--- src/rtl/ray_pkg.sv ---
// Shared types and defaults for the ray-marcher output path.
package ray_pkg;

  typedef struct packed {
    logic [7:0] r;
    logic [7:0] g;
    logic [7:0] b;
  } rgb888_t;

  localparam int AXIS_DATA_W = 32;
  localparam int IMG_W_DEF   = 640;
  localparam int IMG_H_DEF   = 480;

endpackage

--- src/rtl/pixel_fifo.sv ---
// Synchronous FIFO of rgb888_t. The head comes straight from the storage registers,
// so there is no combinational path from push to dout.
module pixel_fifo
  import ray_pkg::*;
#(
  parameter  int DEPTH = 4,
  localparam int AW    = $clog2(DEPTH),
  localparam int CW    = AW + 1
) (
  input  logic          clk,
  input  logic          rst_n,
  input  logic          push,
  input  rgb888_t       din,
  input  logic          pop,
  output rgb888_t       dout,
  output logic          full,
  output logic          empty,
  output logic [CW-1:0] count
);

  rgb888_t       mem_q [DEPTH];
  logic [AW-1:0] wr_q, rd_q;
  logic [CW-1:0] cnt_q;
  logic          do_push, do_pop;

  assign full    = (cnt_q == CW'(DEPTH));
  assign empty   = (cnt_q == '0);
  assign count   = cnt_q;
  assign dout    = mem_q[rd_q];
  assign do_push = push && !full;
  assign do_pop  = pop && !empty;

  // Pointers wrap naturally because DEPTH is a power of two.
  always_ff @(posedge clk) begin
    if (!rst_n) begin
      wr_q  <= '0;
      rd_q  <= '0;
      cnt_q <= '0;
    end else begin
      if (do_push) wr_q <= wr_q + AW'(1);
      if (do_pop)  rd_q <= rd_q + AW'(1);
      case ({do_push, do_pop})
        2'b10:   cnt_q <= cnt_q + CW'(1);
        2'b01:   cnt_q <= cnt_q - CW'(1);
        default: cnt_q <= cnt_q;
      endcase
    end
  end

  always_ff @(posedge clk) begin
    if (do_push) mem_q[wr_q] <= din;
  end

endmodule

--- src/rtl/shade_axis_writer.sv ---
// Shader-to-DMA bridge: buffers shaded pixels and emits them as an AXI4-Stream video
// stream, tracking raster position internally to generate tuser/tlast.
module shade_axis_writer
  import ray_pkg::*;
#(
  parameter int IMG_W      = IMG_W_DEF,
  parameter int IMG_H      = IMG_H_DEF,
  parameter int FIFO_DEPTH = 4,
  parameter int OUT_WIDTH  = 24
) (
  input  logic                   aclk,
  input  logic                   aresetn,
  input  logic [OUT_WIDTH-1:0]   pixel_in,
  input  logic                   valid_in,
  output logic                   ready_out,
  output logic [AXIS_DATA_W-1:0] m_axis_tdata,
  output logic                   m_axis_tvalid,
  input  logic                   m_axis_tready,
  output logic                   m_axis_tuser,
  output logic                   m_axis_tlast,
  output logic                   frame_done,
  output logic                   overflow
);

  localparam int XW = $clog2(IMG_W);
  localparam int YW = (IMG_H > 1) ? $clog2(IMG_H) : 1;
  localparam int CW = $clog2(FIFO_DEPTH) + 1;

  rgb888_t       fifo_din, fifo_dout;
  logic          fifo_full, fifo_empty;
  logic [CW-1:0] fifo_count;
  logic          unused_full;

  logic [XW-1:0] x_q, x_d;
  logic [YW-1:0] y_q, y_d;
  logic          rst_done_q, frame_done_q, overflow_q;
  logic          hs, x_last, y_last;

  assign fifo_din    = pixel_in;
  assign unused_full = fifo_full;

  pixel_fifo #(.DEPTH(FIFO_DEPTH)) u_fifo (
    .clk   (aclk),
    .rst_n (aresetn),
    .push  (valid_in && ready_out),
    .din   (fifo_din),
    .pop   (hs),
    .dout  (fifo_dout),
    .full  (fifo_full),
    .empty (fifo_empty),
    .count (fifo_count)
  );

  // rst_done_q holds ready_out low during reset even though the count is already zero.
  assign ready_out     = rst_done_q && (fifo_count < CW'(FIFO_DEPTH));
  assign m_axis_tvalid = !fifo_empty;
  assign m_axis_tdata  = fifo_empty ? '0 : {{(AXIS_DATA_W-24){1'b0}}, fifo_dout};
  assign hs            = m_axis_tvalid && m_axis_tready;

  assign x_last        = (x_q == XW'(IMG_W - 1));
  assign y_last        = (y_q == YW'(IMG_H - 1));
  assign m_axis_tuser  = m_axis_tvalid && (x_q == '0) && (y_q == '0);
  assign m_axis_tlast  = m_axis_tvalid && x_last;
  assign frame_done    = frame_done_q;
  assign overflow      = overflow_q;

  always_comb begin
    x_d = x_q;
    y_d = y_q;
    if (hs) begin
      if (x_last) begin
        x_d = '0;
        y_d = y_last ? '0 : y_q + YW'(1);
      end else begin
        x_d = x_q + XW'(1);
      end
    end
  end

  always_ff @(posedge aclk) begin
    if (!aresetn) begin
      x_q          <= '0;
      y_q          <= '0;
      rst_done_q   <= 1'b0;
      frame_done_q <= 1'b0;
      overflow_q   <= 1'b0;
    end else begin
      x_q          <= x_d;
      y_q          <= y_d;
      rst_done_q   <= 1'b1;
      frame_done_q <= hs && x_last && y_last;
      overflow_q   <= overflow_q || (valid_in && !ready_out);
    end
  end

endmodule

--- config.mk ---
export PLATFORM = sky130hd
export DESIGN_NAME = shade_axis_writer
export DESIGN_NICKNAME = d
export VERILOG_FILES = /design/src/rtl/ray_pkg.sv /design/src/rtl/pixel_fifo.sv /design/src/rtl/shade_axis_writer.sv
export SDC_FILE = /design/constraint.sdc
export NUM_CORES = 1
export LEC_CHECK = 0
export CORE_ASPECT_RATIO = 0.8
export CORE_MARGIN = 2
export CORE_UTILIZATION = 48
export CTS_CLUSTER_DIAMETER = 100
export DETAILED_ROUTE_END_ITERATION = 7
export DONT_BUFFER_PORTS = 1
export GPL_ROUTABILITY_DRIVEN = 0
export PLACE_DENSITY = 0.64
export SYNTH_ARGS = -nofsm -noshare
export SYNTH_HDL_FRONTEND = slang
export SYNTH_SLANG_ARGS = --single-unit
--- constraint.sdc ---
create_clock -name aclk -period 3.9 [get_ports aclk]
set_clock_uncertainty 0.2 [all_clocks]
set_input_delay 0.78 -clock aclk [delete_from_list [all_inputs] [get_ports aclk]]
set_output_delay 0.78 -clock aclk [all_outputs]
set_load 0.02 [all_outputs]
==> impl_metrics.py <==
metrics = {
    "run_status": {
        "outcome": "finished clean",
    },
    "worst_setup_path": {
        "path_buf_inv": 0,
        "longest_individual_stage_delay_on_the_worst_path_ns": 0.90,
        "setup.worst_path.start_class": "flop",
        "worstReg2RegStart": "u_fifo.count[2]",
        "timing.critical_path.to_type": "output pin",
        "critPathMaxFanout": 24,
        "timing.critical_path.max_delay_family": "flip-flops",
        "critical_path_depth": 2,
        "criticalPathCategory": "flop to output pin",
        "ff2ff_path_depth": 8,
        "cp.arrival_ns": 2.17,
        "regToRegSetupSlack_ns": 1.19,
        "critical_path.reg2reg.endpoint": "u_fifo.count[2]",
        "crit_path_end": "m_axis_tdata[20]",
        "critPathRequiredTime_ns": 2.92,
        "max_stage_delay_cell_worst_path": "sky130_fd_sc_hd__dfxtp_2",
        "timing.critical_path.cells": "mux4_2, nor2b_1",
    },
    "finish": {
        "design_area_um2": 6010,
        "flow.area_growth_from_synthesis_pct": 14.8,
        "final_common_cell": "sky130_fd_sc_hd__edfxtp_1",
        "antennaDiodeCount": 0,
        "layout_common_cells": "sky130_fd_sc_hd__edfxtp_1 (96), sky130_fd_sc_hd__dfxtp_1 (30), sky130_fd_sc_hd__nor2b_1 (26)",
        "fin_nets": 397,
        "final_layout_size_suffix_gt1_frac": 0.194,
    },
    "floorplanning": {
        "die_x_um": 121,
        "floorplan.rows": 34,
        "top_level_ports": 66,
        "core-area_um2": 10800,
        "starting_density": 0.487,
        "die-height_um": 97.4,
        "design.die.area_um2": 11800,
    },
    "routing": {
        "remaining_number_of_nets_flagged_by_the_antenna_check_after_routing": 0,
        "wl_um": 9240,
        "route.vias.total": 2757,
        "drc": 0,
        "avg_vias_per_cell": 5.34,
        "drt-initial-drc-count": 213,
        "wire_per_inst_um": 17.9,
        "firstDrtPassIters": 4,
    },
    "synth": {
        "synthesis.instances": 342,
        "synth.distinct_cells": 42,
        "synth_async_sr_flop_share": 0,
        "synth_enable_flop_cells": 96,
        "synth_top_flop_cell": "sky130_fd_sc_hd__edfxtp_1",
        "syn-cell-area_um2": 5240,
        "synth_sequential_area_ratio": 0.669,
        "synth_warnings": 0,
        "syn_area_per_cell_um2": 15.3,
        "yosys_register_bits": 127,
    },
    "cts": {
        "insertion_delay_ns": 0.40,
        "post_cts_resize_count": 0,
        "cts.sinks": 127,
        "clk_root_buffer_cell": "sky130_fd_sc_hd__clkbuf_16",
        "htree_levels": 4,
        "maximum_clock_insertion_buffer_count": 2,
        "hold_buffers": 0,
        "postCtsSetupRepairBufs": 0,
        "tritoncts": "yes",
        "cts_buffers": 17,
        "path_clk_slew_ns": 0.05,
    },
    "sta": {
        "setup_total_negative_slack_ns": 0,
        "setup_viol": 0,
        "period_share": 0.807,
        "rsz0062_at_grt": "no",
        "timing_hold_violations_final": 0,
        "fin_crit_ns": 3.15,
        "worst-slew-pin-transition_ns": 0.888,
        "slew_violations": 0,
        "max_freq_mhz": 318,
        "slew_headroom": 0.408,
    },
    "global_routing": {
        "via_count_of_the_first_global_routing_pass": 2838,
        "grt_antenna_before_repair": 0,
        "overflow": 0,
        "grt_first_pass_wirelength_um": 15100,
        "grt_max_degree": 25,
        "grt_use_total": 0.174,
    },
    "power": {
        "share_seq_of_total_power": 0.408,
        "power_per_cell_area_nw_per_um2": 669,
        "combinationalPowerShare": 0.203,
        "power_leakage_uw": 0.00194,
        "clkPwrFrac": 0.389,
        "switchingPower_uw": 1180,
        "peakVddDrop_mv": 0.402,
        "p_sw_frac": 0.294,
        "p_int_uw": 2840,
    },
    "job": {
        "max_cap_violations": 0,
    },
    "placed_design": {
        "placed_cell_area_um2": 5410,
        "buffer_ports.inserted": 0,
        "post-dp-hpwl_um": 5790,
    },
    "hold_path": {
        "hold_path.class": "input pin to flop",
    },
}
per-layer routing:
metal,vias to the layer above,GRT usage,part of all wire,routed length [um]
li1,1312,-,-,-
met1,1351,0.230,0.44,4040
met2,88,0.256,0.47,4320
met3,6,0.0634,0.087,804
met4,0,0.0841,0.0081,75
met5,-,0,0,0
state kept, by name, indices dropped and copies added (netlist names), named ones only:
| signal | flops |
|---|---|
| overflow | 1 |
| u_fifo.wr_q | 2 |
| frame_done | 1 |
| u_fifo.count | 3 |
| x_q | 10 |
| u_fifo.rd_q | 2 |
| u_fifo.mem_q | 96 |
| rst_done_q | 1 |
| y_q | 9 |
power groups by stage:
| stage | clock, uW | combinational [uW] | sequential (uW) |
|---|---|---|---|
| 2_1_floorplan | 0 | 745 | 1590 |
| 3_5_place_dp | 0 | 826 | 1680 |
| 3_3_place_gp | 0 | 819 | 1670 |
| 4_1_cts | 1600 | 829 | 1650 |
| 6_report | 1560 | 814 | 1640 |
| 5_1_grt | 1670 | 885 | 1660 |
cell type report:
class | instances | area (um^2)
clock buffers | 17 | 425
clock inverters | 15 | 171
flip-flops and latches | 127 | 3500
repair buffers | 10 | 75.1
fillers | 850 | 4750
inverters | 14 | 52.6
multi-input cells | 189 | 1600
well taps | 144 | 180
Yosys cell counts, types with 4 or more instances:
| cell | count | area share |
|---|---|---|
| sky130_fd_sc_hd__nor3_1 | 5 | 0.0048 |
| sky130_fd_sc_hd__edfxtp_1 | 96 | 0.55 |
| sky130_fd_sc_hd__mux4_2 | 24 | 0.10 |
| sky130_fd_sc_hd__xor2_1 | 5 | 0.0084 |
| sky130_fd_sc_hd__and3_1 | 6 | 0.0072 |
| sky130_fd_sc_hd__clkbuf_1 | 7 | 0.0050 |
| sky130_fd_sc_hd__nor4_1 | 9 | 0.011 |
| sky130_fd_sc_hd__or4_1 | 4 | 0.0057 |
| sky130_fd_sc_hd__nor2_1 | 19 | 0.014 |
| sky130_fd_sc_hd__dfxtp_1 | 31 | 0.12 |
| sky130_fd_sc_hd__nor2b_1 | 26 | 0.031 |
| sky130_fd_sc_hd__nand3_1 | 7 | 0.0067 |
| sky130_fd_sc_hd__buf_4 | 8 | 0.011 |
| sky130_fd_sc_hd__a21oi_1 | 11 | 0.011 |
| sky130_fd_sc_hd__nand2_1 | 19 | 0.014 |
| sky130_fd_sc_hd__inv_1 | 12 | 0.0086 |
| sky130_fd_sc_hd__o21ai_0 | 4 | 0.0038 |
| sky130_fd_sc_hd__xnor2_1 | 9 | 0.015 |
| sky130_fd_sc_hd__ha_1 | 9 | 0.022 |
worst min-delay path by stage:
stage	startpoint	to	slack, ns	cells after the start
final	aresetn	rst_done_q	0.21	0
after floorplan	x_q[1]	x_q[1]	0.27	2
after CTS	aresetn	rst_done_q	0.18	0
after global routing	aresetn	rst_done_q	0.17	0
after detailed placement	x_q[1]	x_q[1]	0.29	2
after global placement	x_q[1]	x_q[1]	0.28	2
cell families after synthesis:
group,Yosys count,share of synthesized area
flops,127,0.669
simple gates,109,0.117
buf+inv,33,0.0313
mux,26,0.107
compound gates,22,0.0268
xor+xnor,14,0.0234
fa+ha+maj,10,0.0253
other cells,1,0.000716
through the flow:
step                 util  cells  hold WS, ns  setup slack [ns]  power [uW]
global placement    0.503    484        0.282              1.13        2490
floorplan               -    349        0.266              1.29        2340
CTS                 0.558    516        0.179             0.668        4080
global route        0.558    516        0.173             0.565        4210
finish              0.558    516        0.205             0.754        4020
detailed placement  0.503    484        0.294              1.11        2500
Note: power is estimated with default switching activity, not from simulation.
